## src/rtl/bin_to_bcd_seq.sv

```systemverilog
// Sequential binary-to-BCD converter (shift-and-add-3, one shift per clock)
// with valid/ready on both sides. Define BCD_BLANK_EN to get a leading-zero blank mask.
module bin_to_bcd_seq #(
    parameter int BIN_W  = 14,
    parameter int DIGITS = 4
) (
    input  logic                  clk,
    input  logic                  rst,
    input  logic [BIN_W-1:0]      in_bin,
    input  logic                  in_valid,
    output logic                  in_ready,
    output logic [4*DIGITS-1:0]   out_bcd,
    output logic                  out_overflow,
    output logic [DIGITS-1:0]     out_blank,
    output logic                  out_valid,
    input  logic                  out_ready
);

    localparam int BCD_W = 4 * DIGITS;
    localparam int SW    = BCD_W + BIN_W;
    localparam int CW    = $clog2(BIN_W + 1);

    typedef enum logic [1:0] {IDLE, SHIFT, DONE} state_t;

    state_t            state, state_n;
    logic [SW-1:0]     scratch, scratch_n, adjusted;
    logic [CW-1:0]     count, count_n;
    logic              sticky, sticky_n;
    logic              load;
    logic [BCD_W-1:0]  bcd_q;
    logic              ovf_q;

    // Add-3 correction on every BCD digit before the shift; digits never carry into each other.
    always_comb begin
        adjusted = scratch;
        for (int d = 0; d < DIGITS; d++) begin
            if (scratch[BIN_W+4*d +: 4] >= 4'd5)
                adjusted[BIN_W+4*d +: 4] = scratch[BIN_W+4*d +: 4] + 4'd3;
        end
    end

    always_comb begin
        state_n   = state;
        scratch_n = scratch;
        count_n   = count;
        sticky_n  = sticky;
        load      = 1'b0;
        case (state)
            IDLE: begin
                if (in_valid) begin
                    scratch_n = {{BCD_W{1'b0}}, in_bin};
                    count_n   = '0;
                    sticky_n  = 1'b0;
                    state_n   = SHIFT;
                end
            end
            SHIFT: begin
                // Any bit leaving the top digit means the value needs more digits than we have.
                scratch_n = {adjusted[SW-2:0], 1'b0};
                sticky_n  = sticky | adjusted[SW-1];
                count_n   = count + CW'(1);
                if (count_n == CW'(BIN_W)) begin
                    load    = 1'b1;
                    state_n = DONE;
                end
            end
            DONE: begin
                if (out_ready)
                    state_n = IDLE;
            end
            default: state_n = IDLE;
        endcase
    end

    always_ff @(posedge clk) begin
        if (rst) begin
            state   <= IDLE;
            scratch <= '0;
            count   <= '0;
            sticky  <= 1'b0;
            bcd_q   <= '0;
            ovf_q   <= 1'b0;
        end else begin
            state   <= state_n;
            scratch <= scratch_n;
            count   <= count_n;
            sticky  <= sticky_n;
            if (load) begin
                bcd_q <= scratch_n[SW-1:BIN_W];
                ovf_q <= sticky_n;
            end
        end
    end

`ifdef BCD_BLANK_EN
    logic [DIGITS-1:0] blank_q, blank_calc;
    logic              upper_zero;

    // Bit k blanks digit k when it and everything above it is zero; the ones digit always shows.
    always_comb begin
        blank_calc = '0;
        upper_zero = 1'b1;
        for (int k = DIGITS - 1; k >= 1; k--) begin
            upper_zero    = upper_zero & (scratch_n[BIN_W+4*k +: 4] == 4'd0);
            blank_calc[k] = upper_zero & ~sticky_n;
        end
    end

    always_ff @(posedge clk) begin
        if (rst)
            blank_q <= '0;
        else if (load)
            blank_q <= blank_calc;
    end

    assign out_blank = blank_q;
`else
    assign out_blank = '0;
`endif

    assign in_ready     = (state == IDLE);
    assign out_valid    = (state == DONE);
    assign out_bcd      = bcd_q;
    assign out_overflow = ovf_q;

endmodule

```

## config.mk

```make
export PLATFORM = sky130hd
export DESIGN_NAME = bin_to_bcd_seq
export DESIGN_NICKNAME = d
export VERILOG_FILES = /design/src/rtl/bin_to_bcd_seq.sv
export SDC_FILE = /design/constraint.sdc
export NUM_CORES = 1
export LEC_CHECK = 0
export CAP_MARGIN = 20
export CORE_MARGIN = 4
export CORE_UTILIZATION = 57
export CTS_BUF_LIST = sky130_fd_sc_hd__clkbuf_8
export DETAILED_ROUTE_END_ITERATION = 10
export GPL_TIMING_DRIVEN = 0
export PLACE_DENSITY = 0.9
export SETUP_SLACK_MARGIN = 0.4
export SLEW_MARGIN = 15
export SYNTH_ARGS = -nofsm -noshare
export SYNTH_HDL_FRONTEND = slang
export SYNTH_SLANG_ARGS = --single-unit
```

## constraint.sdc

```tcl
create_clock -name clk -period 4.4 [get_ports clk]
set_input_delay 0.88 -clock clk [delete_from_list [all_inputs] [get_ports clk]]
set_output_delay 0.88 -clock clk [all_outputs]
set_load 0.005 [all_outputs]
```

==> results.py, run 1 <==
metrics = {
    "status": {
        "status": "finished clean",
    },
    "critical_path": {
        "cp-end-kind": "primary output",
        "max_stage_delay_cell_worst_path": "clkdlybuf4s50_1",
        "path_max_fanout": 9,
        "crit_type": "reg -> out",
        "worst_ep_arrival_time_ns": 1.53,
        "critPathMaxStageDelay_ns": 0.53,
        "nature_of_the_critical_path_startpoint": "flip-flop",
        "critPathRequiredTime_ns": 3.52,
        "path_cells": "inv_2, nor2_1, clkdlybuf4s50_1",
    },
    "grt": {
        "antenna_violations_before_repair": 0,
        "first_global_vias": 2157,
        "maximum_number_of_pins_on_one_net_before_global_route_repair": 17,
        "grt_first_pass_wirelength_mm": 9.41,
        "grt_remaining_overflow": 0,
        "combined_global_route_utilization_of_all_metal_layers": 0.220,
    },
    "logic_synthesis": {
        "netlist_top_cells_area": "dfxtp_1 (43%), nor2_1 (7.0%), a211oi_2 (6.0%), ha_1 (5.0%), a221oi_1 (3.8%)",
        "synth_area_sq_mm": 0.00251,
        "synth.ff_latch_count": 54,
        "synth.largest_area_cell": "dfxtp_1",
        "synthesis.yosys.warnings": 0,
        "synthDistinctLibCells": 38,
        "avgSynthCellArea_sq_um": 9.10,
        "synth_cells": 276,
        "area_share_of_the_largest_cell_type_after_synthesis": 0.430,
        "synth-seq-area-share": 0.430,
    },
    "cells_and_area": {
        "number_of_inserted_diodes": 0,
        "syn_to_final_growth_pct": 21.3,
        "final_layout_size_suffix_gt1_frac": 0.109,
        "design.final.nets": 349,
    },
    "cts": {
        "cts-root-to-sink-buffers": 2,
        "cts_inserted_buffers": 5,
        "count_of_clock_tree_sinks": 54,
        "worstSkewPairLatency_ns": 0.32,
        "cts.repair.resized": 0,
        "post_cts.repair.setup_buffers": 0,
        "cts_hold_repair.buffers": 0,
        "cts.htree.levels": 2,
        "cts_root_buffer": "clkbuf_8",
        "cts.clk_slew.worst_paths_ns": 0.09,
        "cts_tree": "done",
    },
    "sta": {
        "timing_hold_violations_final": 0,
        "final_critical_path_setup_slack_ns": 1.99,
        "fin_skew_ns": 0.0157,
        "fmax_ghz": 0.415,
        "slew-limit-headroom": 0.544,
        "worst_slew_pin_slew_ns": 0.684,
        "whs_ns": 0.474,
        "setup_tns_ns": 0,
        "period_minus_ws_final_ns": 2.41,
        "timing.final.crit_share": 0.547,
        "grt_setup_unrepaired": "no",
        "timing_max_transition_violations_final": 0,
        "setup-violations-final": 0,
    },
    "pwr": {
        "power.density_cell_area_mw_per_mm2": 306,
        "clockPowerShare": 0.357,
        "combPwrFrac": 0.097,
        "p_seq_frac": 0.547,
        "ir_worst_vdd_mv": 0.237,
        "power_switching_share": 0.240,
        "power.static_leakage_uw": 0.00111,
        "total_switching_power_uw": 224,
        "cell_internal_pwr_uw": 709,
    },
    "placement": {
        "placer_congestion": 0.875,
        "pre_cts_worst_setup_slack_ns": 1.69,
        "hpwl_mm": 4.07,
        "io_buffers": 35,
    },
    "detailed_routing": {
        "final_antenna_net_count": 0,
        "drc": 0,
        "wirelength_per_cell_um": 15.5,
        "initialDrtViolationCount": 95,
        "route.final.wire_length_mm": 5.78,
        "drt_pass1_iterations": 4,
        "vias": 2210,
        "viasPerCell": 5.94,
    },
    "floorplanning": {
        "initial_core_util": 0.610,
        "die_area_sq_mm": 0.00553,
        "die_height_um": 74.4,
        "placementRows": 23,
        "ios": 41,
        "core-area_sq_mm": 0.00412,
        "die_extent_in_x_um": 74.4,
    },
    "worst_hold_path": {
        "worst_min_delay_path_category": "reg -> reg",
    },
    "run": {
        "maxCapViolCount": 0,
    },
}
-- flip-flops by register name (all words and copies together), names as in the netlist --
signal / count
scratch: 30
out_overflow: 1
count: 4
sticky: 1
state: 2
out_bcd: 16
-- cells in the mapped netlist, drive strengths merged --
master,count
clkbuf,9
a21oi,11
and2b,1
nor3,1
o31a,3
inv,25
nor2,47
o221ai,1
conb,1
nand4,1
o31ai,4
a22oi,11
o22ai,13
mux2i,4
ha,10
a311oi,2
buf,12
a221oi,11
and3,1
a211oi,17
nor2b,1
nand2b,4
a32oi,8
xnor2,4
nor3b,1
dfxtp,54
a21o,1
nor4b,1
nand3,1
nand2,7
o21ai,9
-- layout by cell type, fill, tap and decap left out, drive strengths merged, types with 8 or more instances in the layout --
cell type	Yosys	layout
a22oi	11	11
clkbuf	9	14
a32oi	8	8
a211oi	17	17
o22ai	13	13
ha	10	10
dfxtp	54	54
a21oi	11	11
inv	25	26
buf	12	12
o21ai	9	9
nor2	47	47
a221oi	11	11
clkdlybuf4s50	0	35
-- worst paths after layout --
kind / start / endpoint / slack [ns] / depth (start not counted)
worst max-delay path: state[1] / out_valid / 1.99 / 3
worst min-delay path: scratch[9] / scratch[9] / 0.47 / 2
worst max register to register: count[0] / out_bcd[13] / 2.58 / 7
worst min register to register: scratch[9] / scratch[9] / 0.47 / 2
-- per-stage QoR --
step	total power [uW]	instance area, sq um	util	std cells
6_report	933	3050	0.740	372
3_5_place_dp	610	2940	0.713	364
2_1_floorplan	576	2520	-	279
4_1_cts	935	3050	0.740	372
5_1_grt	962	3050	0.740	372
3_3_place_gp	607	2940	0.713	364
-- cells by family (layout without fill, tap and decap cells) --
group                    Yosys count  after routing  synth area share
AO/OA/AOI/OAI                     91             91             0.288
AND/OR/NAND/NOR                   66             66             0.114
adder cells (fa/ha/maj)           10             10            0.0498
other                              1              4           0.00149
XOR/XNOR                           4              4            0.0139
flip-flops                        54             54             0.430
multiplexers                       4              4            0.0159
buffers and inverters             46             89            0.0862
-- critical path, delay by kind of cell, from the launching register on --
kind	cells	cell delay [ns]
simple gates	1	0.17
buf+inv	2	0.64
flops	1	0.41
-- metal layers --
layer,GRT usage,wire length (um),vias to the layer above
li1,-,-,1083
met1,0.261,2510,1053
met2,0.378,2820,64
met3,0.0568,349,10
met4,0.0909,102,0
met5,0,0,-
-- power groups by stage --
stage,clock network (uW),logic (uW),registers [uW]
2_1_floorplan,0,57.0,519
3_3_place_gp,0,86.6,520
3_5_place_dp,0,88.9,521
4_1_cts,335,89.8,510
5_1_grt,350,100,512
6_report,333,90.1,510
-- area by class of cell --
| type | count | area [sq um] |
|---|---|---|
| multi-input cells | 179 | 1220 |
| flip-flops and latches | 54 | 1080 |
| fillers | 329 | 1070 |
| repair buffers | 35 | 350 |
| plain buffers | 21 | 123 |
| inverters | 25 | 93.8 |
| clock buffers | 5 | 68.8 |
| well taps | 50 | 62.6 |
| clock inverters | 3 | 41.3 |
Power figures use the tool's default switching activity.
==> run 2: changes to the inputs <==
--- a/config.mk
+++ b/config.mk
@@ -7,11 +7,11 @@
 export LEC_CHECK = 0
 export CAP_MARGIN = 20
 export CORE_MARGIN = 4
-export CORE_UTILIZATION = 57
+export CORE_UTILIZATION = 50
 export CTS_BUF_LIST = sky130_fd_sc_hd__clkbuf_8
 export DETAILED_ROUTE_END_ITERATION = 10
 export GPL_TIMING_DRIVEN = 0
-export PLACE_DENSITY = 0.9
+export PLACE_DENSITY = 0.84
 export SETUP_SLACK_MARGIN = 0.4
 export SLEW_MARGIN = 15
 export SYNTH_ARGS = -nofsm -noshare
==> constraint.sdc (replaced) <==
create_clock -name clk -period 1.98 [get_ports clk]
set_input_delay 0.396 -clock clk [delete_from_list [all_inputs] [get_ports clk]]
set_output_delay 0.396 -clock clk [all_outputs]
set_load 0.005 [all_outputs]
==> results.py, run 2 (same netlist as run 1, synthesis figures left out) <==
metrics = {
    "status": {
        "status": "finished clean",
    },
    "pwr": {
        "power.density_cell_area_mw_per_mm2": 575,
        "power.static_leakage_uw": 0.00132,
        "total_power_uw": 2000,
        "ir_worst_vdd_mv": 0.379,
    },
    "critical_path": {
        "max_stage_delay_cell_worst_path": "dfxtp_4",
        "cp-startpoint": "count[0]",
        "crit_type": "reg -> reg",
        "worstReg2RegEnd": "out_bcd[0]",
        "path_cells": "ha_4, nor2b_4, a21oi_4, o21ai_4, buf_12, clkbuf_16, a211oi_1",
        "r2r_slack_ns": 0.40,
        "worstReg2RegStart": "count[0]",
        "path_max_fanout": 7,
        "worst_ep_arrival_time_ns": 1.80,
        "critPathMaxStageDelay_ns": 0.39,
        "critPathRequiredTime_ns": 2.20,
        "timing.critical_path.max_delay_family": "compound AO/OA/AOI/OAI gates",
        "cp.depth": 7,
        "r2r_cells": 7,
        "nature_of_the_critical_path_startpoint": "flip-flop",
        "cp-end-kind": "flip-flop",
        "crit_buf_inv": 2,
    },
    "sta": {
        "grt_setup_unrepaired": "yes",
        "fin_skew_ns": 0.00596,
        "setup_tns_ns": 0,
        "setup-violations-final": 0,
        "worst_slew_pin_slew_ns": 0.687,
        "timing_hold_violations_final": 0,
        "slew-limit-headroom": 0.542,
        "period_minus_ws_final_ns": 1.58,
        "fmax_ghz": 0.631,
        "timing.final.crit_share": 0.800,
        "timing_max_transition_violations_final": 0,
    },
    "cells_and_area": {
        "design.final.nets": 361,
        "finish.cell_count_without_fillers": 401,
        "final_core_utilization": 0.725,
        "number_of_inserted_diodes": 0,
        "most_common_library_cell_in_the_layout_ignoring_fill_and_taps": "nor2_1",
        "syn_to_final_growth_pct": 38.2,
        "finalInstanceArea_sq_mm": 0.00347,
        "final_layout_size_suffix_gt1_frac": 0.326,
        "most_frequent_cells_in_the_layout": "nor2_1 (40), dfxtp_1 (34), clkdlybuf4s50_1 (28), inv_1 (21), dfxtp_2 (17)",
        "largest_register_ffs": 30,
        "largest-register": "scratch",
    },
    "cts": {
        "worstSkewPairLatency_ns": 0.31,
        "cts_root_buffer": "clkbuf_8",
        "count_of_clock_tree_sinks": 54,
        "cts.clk_slew.worst_paths_ns": 0.10,
        "cts_inserted_buffers": 5,
        "cts-root-to-sink-buffers": 2,
        "cts.htree.levels": 2,
        "cts_tree": "done",
    },
    "grt": {
        "antenna_violations_before_repair": 0,
        "grt_remaining_overflow": 0,
        "maximum_number_of_pins_on_one_net_before_global_route_repair": 16,
        "first_global_vias": 2171,
        "grt_first_pass_wirelength_mm": 9.94,
        "combined_global_route_utilization_of_all_metal_layers": 0.200,
    },
    "placement": {
        "placedInstanceArea_sq_mm": 0.00296,
        "hpwl_mm": 4.00,
        "placer_congestion": 0.800,
        "io_buffers": 35,
        "placed_cell_count": 381,
    },
    "worst_hold_path": {
        "holdCritStartpoint": "scratch[6]",
        "hold_depth": 2,
        "hold_path_end": "scratch[6]",
        "worst_min_delay_path_category": "reg -> reg",
    },
    "detailed_routing": {
        "final_antenna_net_count": 0,
        "initialDrtViolationCount": 150,
        "drc": 0,
        "route.final.wire_length_mm": 6.54,
        "vias": 2249,
        "dr_wl_met2_mm": 3.22,
        "wl_met1_mm": 2.91,
        "dr_wl_met3_um": 352,
        "wirelength_per_cell_um": 16.3,
        "top_layer_used": "met4",
        "viasPerCell": 5.61,
        "drt_pass1_iterations": 4,
    },
    "floorplanning": {
        "die_extent_in_x_um": 78.9,
        "die_area_sq_mm": 0.00622,
        "initial_core_util": 0.525,
        "core-area_sq_mm": 0.00479,
        "die_height_um": 78.9,
        "ios": 41,
        "placementRows": 25,
    },
    "run": {
        "maxCapViolCount": 0,
    },
}
run 2: how the worst max path moves through the flow:
stage	end	slack, ns
floorplan	out_bcd[13]	0.45
global placement	out_bcd[15]	-0.18
detailed placement	out_bcd[15]	-0.21
CTS	out_valid	0.39
global route	out_bcd[14]	0.33
finish	out_bcd[0]	0.40
run 2: per-stage QoR:
step | hold slack (ns) | worst slack, ns
floorplan | 0.447 | 0.448
global placement | 0.457 | -0.181
detailed placement | 0.461 | -0.213
CTS | 0.476 | 0.393
global route | 0.493 | 0.327
finish | 0.475 | 0.396
run 2: final cells by class:
class / instances / area (sq um)
clock inverter: 2 / 8.76
fill: 343 / 1320
buffer: 21 / 148
multi-input combinational: 179 / 1450
timing repair buffer: 47 / 489
clock buffer: 6 / 82.6
tap: 67 / 83.8
inverter: 25 / 96.3
sequential: 54 / 1110
run 2: where the power goes:
part / switching [uW] / internal (uW) / leakage, uW
combinational: 122 / 94.4 / 0.000818
sequential: 20.7 / 1110 / 0.000450
clock: 367 / 278 / 0.0000524
total: 510 / 1490 / 0.00132
run 2: repair_timing:
item                       in CTS  in global routing
pin swaps                       6                 29
gates resized for setup        34                 62
setup endpoints to repair      48                 49
hold buffers                    0                  0
setup buffers                   3                  7
gates cloned                    1                  1
run 2: metal layers:
layer	global-route usage	up-vias
li1	-	1103
met3	0.0431	6
met2	0.353	63
met1	0.247	1077
met5	0	-
met4	0.0515	0
run 2: worst min-delay path: stages, from the launching register on:
cell and delay, ns:
dfxtp_1 0.32, inv_1 0.05, a221oi_1 0.06
